**src/rtl/seqdet_rr_scheduler_pkg.sv**
```systemverilog
// Shared types for the round-robin sequence-detector scheduler: detector state
// encoding, controller states and the detector next-state function.
package seqdet_rr_scheduler_pkg;

    localparam int DEF_NCH = 4;
    localparam int DEF_W   = 8;

    typedef enum logic [1:0] {
        S0 = 2'b00,
        S1 = 2'b01,
        S2 = 2'b10,
        S3 = 2'b11
    } det_state_t;

    typedef enum logic [1:0] {
        IDLE  = 2'b00,
        SHIFT = 2'b01,
        RESP  = 2'b10
    } ctrl_state_t;

    // Detector transition table; any 0 input returns the machine to S0.
    function automatic det_state_t det_next(input det_state_t s, input logic x);
        det_state_t n;
        n = S0;
        case (s)
            S0: n = x ? S1 : S0;
            S1: n = x ? S3 : S0;
            S2: n = x ? S2 : S0;
            S3: n = x ? S2 : S0;
            default: n = S0;
        endcase
        return n;
    endfunction

endpackage

```
**src/rtl/seqdet_rr_scheduler_if.sv**
```systemverilog
// Request/response bundle between the channel producers/consumer and the scheduler.
interface seqdet_rr_scheduler_if
    import seqdet_rr_scheduler_pkg::*;
#(
    parameter int NCH = DEF_NCH,
    parameter int W   = DEF_W
);
    localparam int CHW = $clog2(NCH);
    localparam int CW  = $clog2(W + 1);

    logic [NCH-1:0]   req_valid;
    logic [NCH*W-1:0] req_data;
    logic [NCH-1:0]   req_ready;
    logic             resp_valid;
    logic             resp_ready;
    logic [CHW-1:0]   resp_ch;
    logic [CW-1:0]    resp_count;
    logic             busy;

    modport master (
        output req_valid, req_data, resp_ready,
        input  req_ready, resp_valid, resp_ch, resp_count, busy
    );

    modport slave (
        input  req_valid, req_data, resp_ready,
        output req_ready, resp_valid, resp_ch, resp_count, busy
    );

endinterface

```
**src/rtl/seqdet_rr_scheduler_core.sv**
```systemverilog
// Serial Mealy sequence detector: y pulses when a 0 arrives while not in S0.
module seqdet_core
    import seqdet_rr_scheduler_pkg::*;
(
    input  logic clk,
    input  logic rst,
    input  logic clr,
    input  logic en,
    input  logic x,
    output logic y
);
    det_state_t state;

    // Clear wins over enable so a new job always starts from S0.
    always_ff @(posedge clk or posedge rst) begin
        if (rst)
            state <= S0;
        else if (clr)
            state <= S0;
        else if (en)
            state <= det_next(state, x);
    end

    assign y = !x && (state != S0);

endmodule

```
**src/rtl/seqdet_rr_scheduler.sv**
```systemverilog
// Round-robin front end that serialises one channel's word at a time through
// a shared sequence detector and returns {channel, pulse count}.
module seqdet_rr_scheduler
    import seqdet_rr_scheduler_pkg::*;
#(
    parameter int NCH = DEF_NCH,
    parameter int W   = DEF_W
) (
    input logic clk,
    input logic rst,
    seqdet_rr_scheduler_if.slave bus
);
    localparam int CHW = $clog2(NCH);
    localparam int CW  = $clog2(W + 1);

    ctrl_state_t    state;
    logic [CHW-1:0] rr_ptr;
    logic [CHW-1:0] winner;
    logic           any_req;
    logic [NCH-1:0] grant_vec;
    logic [W-1:0]   word;
    logic [CW-1:0]  bit_idx;
    logic [CW-1:0]  cnt;
    logic [CHW-1:0] resp_ch;
    logic [CW-1:0]  resp_count;
    logic           resp_valid;
    logic           busy;
    logic           grant;
    logic           last_bit;
    logic           core_y;

    // Scan downward from the farthest offset so the nearest requester at or
    // after rr_ptr is the last one written and therefore wins.
    always_comb begin : pick
        int idx;
        idx     = 0;
        any_req = 1'b0;
        winner  = '0;
        for (int i = NCH - 1; i >= 0; i--) begin
            idx = int'(rr_ptr) + i;
            if (idx >= NCH)
                idx = idx - NCH;
            if (bus.req_valid[idx]) begin
                any_req = 1'b1;
                winner  = CHW'(idx);
            end
        end
    end

    assign grant    = (state == IDLE) && any_req;
    assign last_bit = (bit_idx == CW'(W - 1));

    always_comb begin
        grant_vec = '0;
        if (grant)
            grant_vec[winner] = 1'b1;
    end

    seqdet_core u_core (
        .clk (clk),
        .rst (rst),
        .clr (grant),
        .en  (state == SHIFT),
        .x   (word[W-1]),
        .y   (core_y)
    );

    // Controller: grant in IDLE, stream W bits MSB-first, hold result until taken.
    always_ff @(posedge clk or posedge rst) begin
        if (rst) begin
            state      <= IDLE;
            rr_ptr     <= '0;
            word       <= '0;
            bit_idx    <= '0;
            cnt        <= '0;
            resp_ch    <= '0;
            resp_count <= '0;
            resp_valid <= 1'b0;
            busy       <= 1'b0;
        end else begin
            case (state)
                IDLE: begin
                    if (any_req) begin
                        word    <= bus.req_data[winner*W +: W];
                        resp_ch <= winner;
                        cnt     <= '0;
                        bit_idx <= '0;
                        rr_ptr  <= (winner == CHW'(NCH - 1)) ? '0 : winner + CHW'(1);
                        busy    <= 1'b1;
                        state   <= SHIFT;
                    end
                end
                SHIFT: begin
                    word    <= {word[W-2:0], 1'b0};
                    cnt     <= cnt + CW'(core_y);
                    bit_idx <= bit_idx + CW'(1);
                    if (last_bit) begin
                        resp_count <= cnt + CW'(core_y);
                        resp_valid <= 1'b1;
                        state      <= RESP;
                    end
                end
                RESP: begin
                    if (bus.resp_ready) begin
                        resp_valid <= 1'b0;
                        busy       <= 1'b0;
                        state      <= IDLE;
                    end
                end
                default: state <= IDLE;
            endcase
        end
    end

    assign bus.req_ready  = grant_vec;
    assign bus.resp_valid = resp_valid;
    assign bus.resp_ch    = resp_ch;
    assign bus.resp_count = resp_count;
    assign bus.busy       = busy;

endmodule

```
**src/flat_wrapper.sv**
```systemverilog
// flat-port wrapper written by rule: the top's interface ports become plain ports
module seqdet_rr_scheduler_flat import seqdet_rr_scheduler_pkg::*;
#(
    parameter int NCH = DEF_NCH,
    parameter int W   = DEF_W
)
  (clk, rst, bus_req_valid, bus_req_data, bus_resp_ready, bus_req_ready, bus_resp_valid, bus_resp_ch, bus_resp_count, bus_busy);
  seqdet_rr_scheduler_if #(.NCH(NCH), .W(W)) bus_i ();
  input logic clk;
  input logic rst;
  input wire logic [$bits(bus_i.req_valid)-1:0] bus_req_valid;
  input wire logic [$bits(bus_i.req_data)-1:0] bus_req_data;
  input wire logic [$bits(bus_i.resp_ready)-1:0] bus_resp_ready;
  output wire logic [$bits(bus_i.req_ready)-1:0] bus_req_ready;
  output wire logic [$bits(bus_i.resp_valid)-1:0] bus_resp_valid;
  output wire logic [$bits(bus_i.resp_ch)-1:0] bus_resp_ch;
  output wire logic [$bits(bus_i.resp_count)-1:0] bus_resp_count;
  output wire logic [$bits(bus_i.busy)-1:0] bus_busy;
  assign bus_i.req_valid = bus_req_valid;
  assign bus_i.req_data = bus_req_data;
  assign bus_i.resp_ready = bus_resp_ready;
  assign bus_req_ready = bus_i.req_ready;
  assign bus_resp_valid = bus_i.resp_valid;
  assign bus_resp_ch = bus_i.resp_ch;
  assign bus_resp_count = bus_i.resp_count;
  assign bus_busy = bus_i.busy;
  seqdet_rr_scheduler #(.NCH(NCH), .W(W)) u_core (.clk(clk), .rst(rst), .bus(bus_i));
endmodule
```
**config.mk**
```make
export PLATFORM = sky130hd
export DESIGN_NAME = seqdet_rr_scheduler_flat
export DESIGN_NICKNAME = d
export VERILOG_FILES = /design/src/rtl/seqdet_rr_scheduler_pkg.sv /design/src/rtl/seqdet_rr_scheduler_if.sv /design/src/rtl/seqdet_rr_scheduler_core.sv /design/src/rtl/seqdet_rr_scheduler.sv /design/src/flat_wrapper.sv
export SDC_FILE = /design/constraint.sdc
export NUM_CORES = 1
export LEC_CHECK = 0
export CORE_MARGIN = 1.5
export CORE_UTILIZATION = 40
export DETAILED_ROUTE_END_ITERATION = 16
export PLACE_DENSITY = 0.69
export SLEW_MARGIN = 20
export SYNTH_ARGS = -nofsm -noshare
export SYNTH_HDL_FRONTEND = slang
export SYNTH_SLANG_ARGS = --single-unit
```
**constraint.sdc**
```tcl
create_clock -name clk -period 2.85 [get_ports clk]
set_input_delay 0.57 -clock clk [delete_from_list [all_inputs] [get_ports clk]]
set_output_delay 0.57 -clock clk [all_outputs]
set_load 0.03 [all_outputs]
```
==> flow_summary.ini, run 1 <==
[status]
result_of_the_run = finished clean

[logic_synthesis]
ys_ff_latch = 30
synth_ff_type = sky130_fd_sc_hd__dfrtp_1
synth_mux_area_share_pct = 6.28
adder_cell_fraction_of_synth_area_pct = 4.88
synth_top_family_by_area = compound AO/OA/AOI/OAI gates
yosys-top-cells-area = sky130_fd_sc_hd__dfrtp_1 42%, sky130_fd_sc_hd__mux2i_1 5.0%, sky130_fd_sc_hd__ha_1 4.9%, sky130_fd_sc_hd__nand2_1 4.6%, sky130_fd_sc_hd__a211o_1 4.4%
yosysSeqAreaShare_pct = 41.8
synthSimpleGateAreaFrac_pct = 20.4
synthArstFlopShare_pct = 100
synth_xor_xnor_area_share_pct = 0.976
syn-instance-count = 194
yosysUniqueCellTypes = 42
synth_fp_nets = 240
synth-compound-area-share_pct = 21.3
netlist_area_mm2 = 0.00179
cell_type_contributing_the_most_total_cell_area_after_synthesis = sky130_fd_sc_hd__dfrtp_1
synth_enable_flop_cells = 0
synthesis.area_per_instance_um2 = 9.25
synth_warnings = 0
synth_top_area_share_pct = 41.8

[routing]
routed_wire_length_per_instance_um = 13.4
pre_antenna_drt_iters = 4
route.detailed.vias_per_inst = 5.34
ant_nets = 0
drc = 0
num_vias = 1671
dr_iter_0_viols = 81
route.final.wire_length_um = 4190

[global_route]
grt_max_degree = 31
antenna_found_initial = 0
grt_ovf = 0
grt_pass1_vias = 1611
wire_length_of_the_first_global_routing_pass_um = 7090
track_usage_pct = 18.0

[power_and_ir_drop]
pwr-share-seq_pct = 32.6
comb_power_share_pct = 52.8
clock_power_share_pct = 14.6
p_leak_uw = 0.00114
max-vdd-ir-drop_uv = 327
cellPowerDensity_mw_per_mm2 = 914
power_switching_share_pct = 41.2
design_power_total_uw = 2330
switching_power_total_uw = 960
intPower_uw = 1370

[place]
placement_cell_area_mm2 = 0.00241
buffer_ports.inserted = 50
gp_routability_congestion = 0.858
place_hpwl_um = 3150

[final_layout]
layout.cells.most_common = sky130_fd_sc_hd__clkdlybuf4s50_1
area_growth_pct = 42.0
proportion_of_layout_cells_with_a_drive_suffix_above_1_pct = 16.9
post-route-util_pct = 58.9
layout.cell_area.non_filler_mm2 = 0.00255
layout.cells.most_common_list = 45 x sky130_fd_sc_hd__clkdlybuf4s50_1, 30 x sky130_fd_sc_hd__dfrtp_1, 22 x sky130_fd_sc_hd__nand2_1, 20 x sky130_fd_sc_hd__buf_4, 17 x sky130_fd_sc_hd__nor2_1
num_antenna_cells = 0
nFillCells = 387
num-nets-final = 306

[critical_path]
arrival_ns = 2.21
crit_path_required_time_ns = 2.28
worstSetupEndpointType = output pin
worstPathMaxFanout = 5
timing.setup.critical_path_class = input pin to output pin
timing.critical_path.from_type = input pin

[timing]
final-setup-viol-count = 0
finClkSkew_ns = 0.00531
maxSlewViolCount = 0
finalHoldWorstSlack_ns = 0.483
final-hold-violation-count = 0
layout_worst_path_cycle_share_pct = 97.5
period_minus_slack_ns = 2.78
worstMarginPinSlew_ns = 0.547
setup-tns-final_ns = 0
slew_headroom_pct = 63.6
fmaxAchievable_ghz = 0.360
rsz0062_at_grt = false

[floorplan]
die-height_um = 70.0
coreArea_mm2 = 0.00432
floorplan.die_area_mm2 = 0.00490
floorplan.initialDensity_pct = 41.5
floorplan.die.width_um = 70.0
floorplan.io_pins = 51
row_count = 24

[hold_path]
worst_hold_path_type = flop to flop

[cts]
cts_max_level = 2
tritoncts.num_buffers = 5
cts.sinks = 30
clock_path_buffers = 2
clock_tree_from_tritoncts = built
path_clk_slew_ns = 0.06
worst_skew_pair.late_latency_ns = 0.27
cts.root.buffer_cell = sky130_fd_sc_hd__clkbuf_8

[job]
maxCapViolations = 0
## sequential cells by signal, summed over array words and instances, names as in the netlist
name                   flops
u_core.bus.resp_ch         2
u_core.word                8
u_core.bus.busy            1
u_core.u_core.state        2
u_core.cnt                 4
u_core.rr_ptr              2
u_core.bit_idx             4
u_core.bus.resp_valid      1
u_core.state               2
u_core.bus.resp_count      4
## layer usage
| metal | part of all wire (%) | vias to the layer above | track usage, % |
|---|---|---|---|
| li1 | - | 835 | - |
| met1 | 46 | 789 | 23.7 |
| met2 | 47 | 39 | 29.4 |
| met3 | 4.6 | 8 | 4.62 |
| met4 | 1.9 | 0 | 4.91 |
| met5 | 0 | - | 0 |
## synth_stat cells (all sizes together), types with 4 or more instances
master  number
nand2       22
ha           7
a211o        9
o211ai       6
o21ai       22
nand3       10
nor2        19
a21oi       11
and3         6
and2         4
dfrtp       30
buf          5
inv          7
mux2i        9
## critical path, cell delays in order
cell	delay (ns)
sky130_fd_sc_hd__clkdlybuf4s50_1	0.45
sky130_fd_sc_hd__and2b_2	0.26
sky130_fd_sc_hd__o21ba_2	0.23
sky130_fd_sc_hd__nor2_4	0.14
sky130_fd_sc_hd__inv_2	0.08
sky130_fd_sc_hd__ha_1	0.19
sky130_fd_sc_hd__and2_1	0.13
sky130_fd_sc_hd__buf_4	0.16
## kinds of logic (layout without fill, tap and decap cells)
group | after synthesis | count (layout)
AOI/OAI and AO/OA | 58 | 58
xor gates and xnor gates | 2 | 2
adders and majority gates | 7 | 7
buffers and inverters | 14 | 81
DFF | 30 | 30
muxes | 11 | 11
and+or+nand+nor | 72 | 72
## worst paths after layout
| check | from | end | slack, ns | depth (start not counted) |
|---|---|---|---|---|
| max in group asynchronous | rst | u_core.state[0]$_DFFE_PP0P_ | 1.89 | 3 |
| worst min register to register | u_core.bit_idx[3]$_DFFE_PP0P_ | u_core.bit_idx[3]$_DFFE_PP0P_ | 0.48 | 1 |
| worst min-delay path | u_core.bit_idx[3]$_DFFE_PP0P_ | u_core.bit_idx[3]$_DFFE_PP0P_ | 0.48 | 1 |
| worst max register to register | u_core.state[1]$_DFFE_PP0P_ | u_core.bus.resp_count[1]$_DFFE_PP0P_ | 0.91 | 3 |
| worst max-delay path | bus_req_valid[0] | bus_req_ready[0] | 0.07 | 8 |
| min in group asynchronous | rst | u_core.bus.resp_count[3]$_DFFE_PP0P_ | 0.67 | 3 |
## metrics by stage
| step | instances | setup WS (ns) |
|---|---|---|
| 6_report | 313 | 0.0718 |
| 5_1_grt | 313 | 0.00462 |
| 4_1_cts | 312 | 0.000187 |
| 3_5_place_dp | 304 | -0.0653 |
| 3_3_place_gp | 304 | -0.0230 |
| 2_1_floorplan | 194 | 0.498 |
## area by class of cell
class | instances | area [um^2] | area share [%]
multi-input combinational | 150 | 1000 | 39.3
sequential | 30 | 751 | 29.5
timing repair buffer | 66 | 613 | 24.1
clock buffer | 7 | 86.3 | 3.39
tap | 52 | 65.1 | 2.55
inverter | 7 | 26.3 | 1.03
clock inverter | 1 | 5.00 | 0.196
## power groups by stage
stage               registers (uW)  clock network, uW  logic (uW)
floorplan                      819                  0         756
global placement               753                  0        1190
detailed placement             757                  0        1210
CTS                            758                352        1230
global route                   791                370        1380
finish                         759                339        1230
## what timing repair did
action | in CTS | in global routing
pin swaps | 1 | 2
endpoints found under the setup margin | 4 | 3
buffers inserted | 0 | 1
gates cloned | 0 | 0
resized for setup | 5 | 5
hold buffers | 0 | 0
Power figures use the tool's default switching activity.
==> inputs of run 2 (changes only) <==
--- a/config.mk
+++ b/config.mk
@@ -7,6 +7,7 @@
 export LEC_CHECK = 0
 export CORE_MARGIN = 1.5
 export CORE_UTILIZATION = 40
+export CTS_CLUSTER_SIZE = 16
 export DETAILED_ROUTE_END_ITERATION = 16
 export PLACE_DENSITY = 0.69
 export SLEW_MARGIN = 20
==> results of run 2 <==
Same layout as run 1: the final DEF is identical, and so are final timing and power.
